[config.mk]
export PLATFORM = sky130hd
export DESIGN_NAME = dma_service_arbiter
export DESIGN_NICKNAME = d
export VERILOG_FILES = /design/src/rtl/dma_service_arbiter.sv
export SDC_FILE = /design/constraint.sdc
export NUM_CORES = 1
export LEC_CHECK = 0
export ABC_AREA = 1
export CAP_MARGIN = 40
export CORE_ASPECT_RATIO = 0.9
export CORE_UTILIZATION = 50
export CTS_CLUSTER_DIAMETER = 60
export CTS_CLUSTER_SIZE = 40
export DETAILED_ROUTE_END_ITERATION = 6
export PLACE_DENSITY = 0.94
export REMOVE_ABC_BUFFERS = 1
export SYNTH_ARGS = -nofsm -noshare
export SYNTH_HDL_FRONTEND = slang
export SYNTH_SLANG_ARGS = --single-unit
[constraint.sdc]
create_clock -name CLK -period 3.05 [get_ports CLK]
set_input_delay 0.61 -clock CLK [delete_from_list [all_inputs] [get_ports CLK]]
set_output_delay 0.61 -clock CLK [all_outputs]
set_load 0.01 [all_outputs]
[src/rtl/dma_service_arbiter.sv]
// Channel service sequencer for an 8237A-style DMA: request arbitration,
// HRQ/HLDA handshake, DACK generation and per-channel termination/status.
//
// state    | meaning
// ---------+-----------------------------------------------------------
// ST_IDLE  | no request outstanding, waiting for an eligible channel
// ST_REQ   | hrq raised, waiting for hlda to latch the winning channel
// ST_SVC   | channel act_ch granted, dack/svc_valid active
// ST_REL   | hrq/dack dropped, waiting for hlda to fall
module dma_service_arbiter #(
   parameter int NCH  = 4,
   parameter int CH_W = 2
) (
   input  logic              CLK,
   input  logic              RESET,
   input  logic [NCH-1:0]    dreq,
   input  logic              dreq_pol,
   input  logic              dack_pol,
   input  logic              rot_pri,
   input  logic              ctrl_disable,
   input  logic [2*NCH-1:0]  mode,
   input  logic [NCH-1:0]    autoinit,
   input  logic              mask_we,
   input  logic [NCH-1:0]    mask_wdata,
   input  logic              swreq_we,
   input  logic [CH_W-1:0]   swreq_ch,
   input  logic              swreq_set,
   input  logic              status_rd,
   input  logic              hlda,
   input  logic              xfer_done,
   input  logic              tc,
   input  logic              eop_n,
   output logic              hrq,
   output logic [NCH-1:0]    dack,
   output logic [CH_W-1:0]   act_ch,
   output logic              svc_valid,
   output logic [NCH-1:0]    mask_q,
   output logic [NCH-1:0]    req_q,
   output logic [NCH-1:0]    tc_status
);

   localparam logic [1:0] MD_DEMAND  = 2'b00;
   localparam logic [1:0] MD_SINGLE  = 2'b01;
   localparam logic [1:0] MD_BLOCK   = 2'b10;
   localparam logic [1:0] MD_CASCADE = 2'b11;

   typedef enum logic [1:0] {
      ST_IDLE = 2'b00,
      ST_REQ  = 2'b01,
      ST_SVC  = 2'b10,
      ST_REL  = 2'b11
   } state_t;

   state_t            state_q, state_d;
   logic [CH_W-1:0]   act_q, act_d;
   logic [CH_W-1:0]   pri_base, pri_base_d;
   logic [NCH-1:0]    dreq_q;
   logic [NCH-1:0]    mask_d, req_d, tc_status_d;
   logic [NCH-1:0]    eligible;
   logic [NCH-1:0]    dack_int;
   logic [1:0]        act_mode;
   logic              win_found;
   logic [CH_W-1:0]   win_ch;
   logic [CH_W-1:0]   search_start;
   logic [CH_W-1:0]   cand;
   logic              tc_evt;

   // Cascade channels only forward the downstream controller's DREQ.
   always_comb begin
      eligible = '0;
      for (int c = 0; c < NCH; c++) begin
         if (mode[2*c +: 2] == MD_CASCADE)
            eligible[c] = dreq_q[c] & ~mask_q[c];
         else
            eligible[c] = (dreq_q[c] | req_q[c]) & ~mask_q[c];
      end
   end

   always_comb begin
      win_found    = 1'b0;
      win_ch       = '0;
      cand         = '0;
      search_start = rot_pri ? pri_base : '0;
      for (int i = 0; i < NCH; i++) begin
         cand = search_start + CH_W'(i);
         if (!win_found && eligible[cand]) begin
            win_found = 1'b1;
            win_ch    = cand;
         end
      end
   end

   assign act_mode = mode[{act_q, 1'b0} +: 2];

   always_comb begin
      state_d    = state_q;
      act_d      = act_q;
      tc_evt     = 1'b0;
      pri_base_d = pri_base;
      case (state_q)
         ST_IDLE: begin
            if (!ctrl_disable && win_found)
               state_d = ST_REQ;
         end
         ST_REQ: begin
            if (hlda) begin
               if (win_found) begin
                  state_d = ST_SVC;
                  act_d   = win_ch;
               end else begin
                  state_d = ST_REL;
               end
            end
         end
         ST_SVC: begin
            if (!hlda) begin
               state_d = ST_REL;
            end else if (act_mode == MD_CASCADE) begin
               if (!dreq_q[act_q])
                  state_d = ST_REL;
            end else if (xfer_done) begin
               if (tc || !eop_n) begin
                  tc_evt  = 1'b1;
                  state_d = ST_REL;
               end else begin
                  case (act_mode)
                     MD_SINGLE: state_d = ST_REL;
                     MD_BLOCK:  state_d = ST_SVC;
                     MD_DEMAND: if (!eligible[act_q]) state_d = ST_REL;
                     default:   state_d = ST_SVC;
                  endcase
               end
            end
            if (state_d != ST_SVC)
               pri_base_d = act_q + CH_W'(1);
         end
         ST_REL: begin
            if (!hlda)
               state_d = ST_IDLE;
         end
         default: state_d = ST_IDLE;
      endcase
   end

   // Register writes land first; the TC side effects then override them.
   always_comb begin
      mask_d      = mask_we ? mask_wdata : mask_q;
      req_d       = req_q;
      tc_status_d = status_rd ? '0 : tc_status;
      if (swreq_we)
         req_d[swreq_ch] = swreq_set;
      if (tc_evt) begin
         req_d[act_q]       = 1'b0;
         tc_status_d[act_q] = 1'b1;
         if (!autoinit[act_q])
            mask_d[act_q] = 1'b1;
      end
   end

   always_ff @(posedge CLK) begin
      if (!RESET) begin
         state_q   <= ST_IDLE;
         act_q     <= '0;
         pri_base  <= '0;
         dreq_q    <= '0;
         mask_q    <= '1;
         req_q     <= '0;
         tc_status <= '0;
      end else begin
         state_q   <= state_d;
         act_q     <= act_d;
         pri_base  <= pri_base_d;
         dreq_q    <= dreq ^ {NCH{~dreq_pol}};
         mask_q    <= mask_d;
         req_q     <= req_d;
         tc_status <= tc_status_d;
      end
   end

   assign hrq       = (state_q == ST_REQ) || (state_q == ST_SVC);
   assign svc_valid = (state_q == ST_SVC);
   assign act_ch    = act_q;
   assign dack_int  = svc_valid ? ({{(NCH-1){1'b0}}, 1'b1} << act_q) : '0;
   assign dack      = dack_pol ? dack_int : ~dack_int;

endmodule

==> results.toml <==
[run_status]
status = "finished clean"

[synth]
synth_cell_type_count = 25
syn_inst = 262
synth-edff-count = 0
syn-cell-area_mm2 = 0.001704
synthFlopType = "dfxtp_1"
ys_ff_latch = 22
ys_warn_count = 0
ys_seq_area_frac = 0.2584
async_flop_share = 0
avgSynthCellArea_um2 = 6.504

[grt]
busiest_layer = "met2"
met3_usage = 0.06200
gr-total-overflow = 0
track_usage = 0.2823
grt_use_met2 = 0.4711
grt_max_degree = 17
first_global_vias = 1858
grt_pass1_wl_um = 8114
met1_usage = 0.3533
antenna_found_initial = 0

[routing]
drcViolationCount = 0
vias = 1947
drtAntennaViolNets = 0
firstDrtPassIters = 4
wirelength_um = 4716
vias_per_cell = 5.408
wl_per_cell_um = 13.10
dr.first_iter.drc_count = 126

[layout]
nets = 364
drive_gt1_frac = 0.08805
final_util = 0.7476
n_fill_cell = 254
area_delta_synth_final_pct = 37.67
antenna_cells = 0

[timing]
fin_tns_setup_ns = 0
fin_crit_sh = 0.9091
slew_headroom = 0.6740
period_minus_slack_ns = 2.773
finalSetupViolCount = 0
tightest_slew_ns = 0.4890
rsz0062_at_grt = "false"
clock_skew_ns = 0.002669
timing_hold_violations_final = 0
fmax_mhz = 360.7
slew_viol_final = 0
setup_ws_ns = 0.2774

[floorplanning]
io_pins = 56
die_h_um = 57.39
start_util = 0.5431
rows = 19
die_w_um = 63.54
core_mm2 = 0.003138
dieArea_mm2 = 0.003646

[cts]
max-clock-path-buffers = 2
clkSlewWorstSetupHoldPaths_ns = 0.08
cts_buffers = 3
cts_sinks = 22
htreeDepth = 1
clk-insertion-delay-late_ns = 0.26
ctsRootBufferMaster = "clkbuf_8"
cts_resized = 0
cts_tree = "done"
cts_setup_buffers = 0
postCtsHoldBufs = 0

[critical_path]
critPathKind = "reg2out"
rrSetupSlack_ns = 1.15
required_ns = 2.44
setup.worst_path.end_class = "primary output"
critical_path_arrival_ns = 2.16
startpoint_type = "flip-flop"
worst-path-max-fanout = 15

[place]
dp_slack_ns = 0.5033
hpwl_um = 3855
gp_congestion = 0.8572
portBuffers = 55

[job]
drv_cap = 0

[power]
irDropWorstVdd_mv = 0.2672
power_density_mw_per_mm2 = 389.1
p_leak_nw = 1.065

[worst_hold_path]
hold_class = "reg2reg"
==> flip-flops by register name, indices dropped and copies added, names as in the netlist <==
name,flops
mask_q,4
pri_base,2
state_q,2
dreq_q,4
act_ch,2
tc_status,4
req_q,4
==> layer usage <==
metal	part of all wire	vias up
met5	0	-
met4	0.019	0
met3	0.051	12
met2	0.48	77
met1	0.44	888
li1	-	970
==> where the power goes <==
group / switching [W] / internal (W) / total (W)
clock network: 0.0000978 / 0.000115 / 0.000213
registers: 0.0000209 / 0.000308 / 0.000329
logic: 0.000206 / 0.000164 / 0.000370
==> path summary, 6_finish.rpt <==
kind                            depth (start not counted)               startpoint                      end
worst min register to register                          2  tc_status[1]$_SDFF_PN0_  tc_status[1]$_SDFF_PN0_
worst min-delay path                                    2  tc_status[1]$_SDFF_PN0_  tc_status[1]$_SDFF_PN0_
worst max-delay path                                    5  state_q[0]$_SDFFE_PN0P_                  dack[2]
worst max register to register                         10   act_ch[0]$_SDFFE_PN0P_      req_q[1]$_SDFF_PN0_
==> cell usage in the layout (no fill, tap or decap) <==
cell,n
xnor2_2,1
nand2_2,10
a21oi_1,21
nor2_4,1
nand3_2,5
dfxtp_1,22
clkdlybuf4s50_1,55
clkbuf_8,4
nand4_4,1
ha_1,9
xor2_1,8
buf_4,1
inv_2,4
nor3_1,1
nand3_1,42
inv_1,34
o21ai_2,1
nand4_1,2
nand2_1,58
o22ai_1,1
nor2_1,18
o21a_1,1
o21ai_1,1
o21ai_0,8
o211ai_1,9
==> cells in the mapped netlist, types with 2 or more instances <==
library cell,instances,share of area
xor2_1,8,0.041
buf_4,2,0.0088
nand2_2,10,0.037
nand3_2,5,0.029
a21oi_1,21,0.062
inv_1,34,0.075
nand3_1,42,0.12
o211ai_1,9,0.040
inv_2,4,0.0088
o21ai_0,8,0.023
nand2_1,58,0.13
nand4_1,2,0.0073
nor2_1,18,0.040
ha_1,9,0.066
dfxtp_1,22,0.26
==> kinds of logic (layout without fill, tap and decap cells) <==
| kind of cell | count (synthesis) | count (layout) | synth area share |
|---|---|---|---|
| adder cells (fa/ha/maj) | 9 | 9 | 0.06608 |
| flip-flops | 22 | 22 | 0.2584 |
| AO/OA/AOI/OAI | 42 | 42 | 0.1410 |
| AND/OR/NAND/NOR | 138 | 138 | 0.3862 |
| buffers and inverters | 42 | 98 | 0.09764 |
| XOR/XNOR | 9 | 9 | 0.05067 |
==> critical path, stage by stage, from the launching register on <==
cell and delay (ns):
dfxtp_1 0.37, inv_1 0.18, ha_1 0.50, nand2_1 0.14
xor2_1 0.16, clkdlybuf4s50_1 0.55
==> cell type report <==
| type | instances | area (µm²) | share of cell area |
|---|---|---|---|
| multi-input combinational | 198 | 1097 | 0.4677 |
| inverter | 38 | 142.6 | 0.06080 |
| sequential | 22 | 440.4 | 0.1877 |
| clock buffer | 4 | 55.05 | 0.02347 |
| tap | 42 | 52.55 | 0.02240 |
| timing repair buffer | 56 | 558.0 | 0.2379 |
==> through the flow <==
| step | area [µm²] | power (W) | cells | hold slack, ns |
|---|---|---|---|---|
| 6_report | 2346 | 0.0009128 | 360 | 0.4704 |
| 5_1_grt | 2346 | 0.0009755 | 360 | 0.5019 |
| 3_5_place_dp | 2291 | 0.0007012 | 356 | 0.4575 |
| 2_1_floorplan | 1680 | 0.0005578 | 258 | 0.4714 |
| 4_1_cts | 2346 | 0.0009112 | 360 | 0.4686 |
| 3_3_place_gp | 2291 | 0.0006868 | 356 | 0.4555 |
Power figures use the tool's default switching activity.
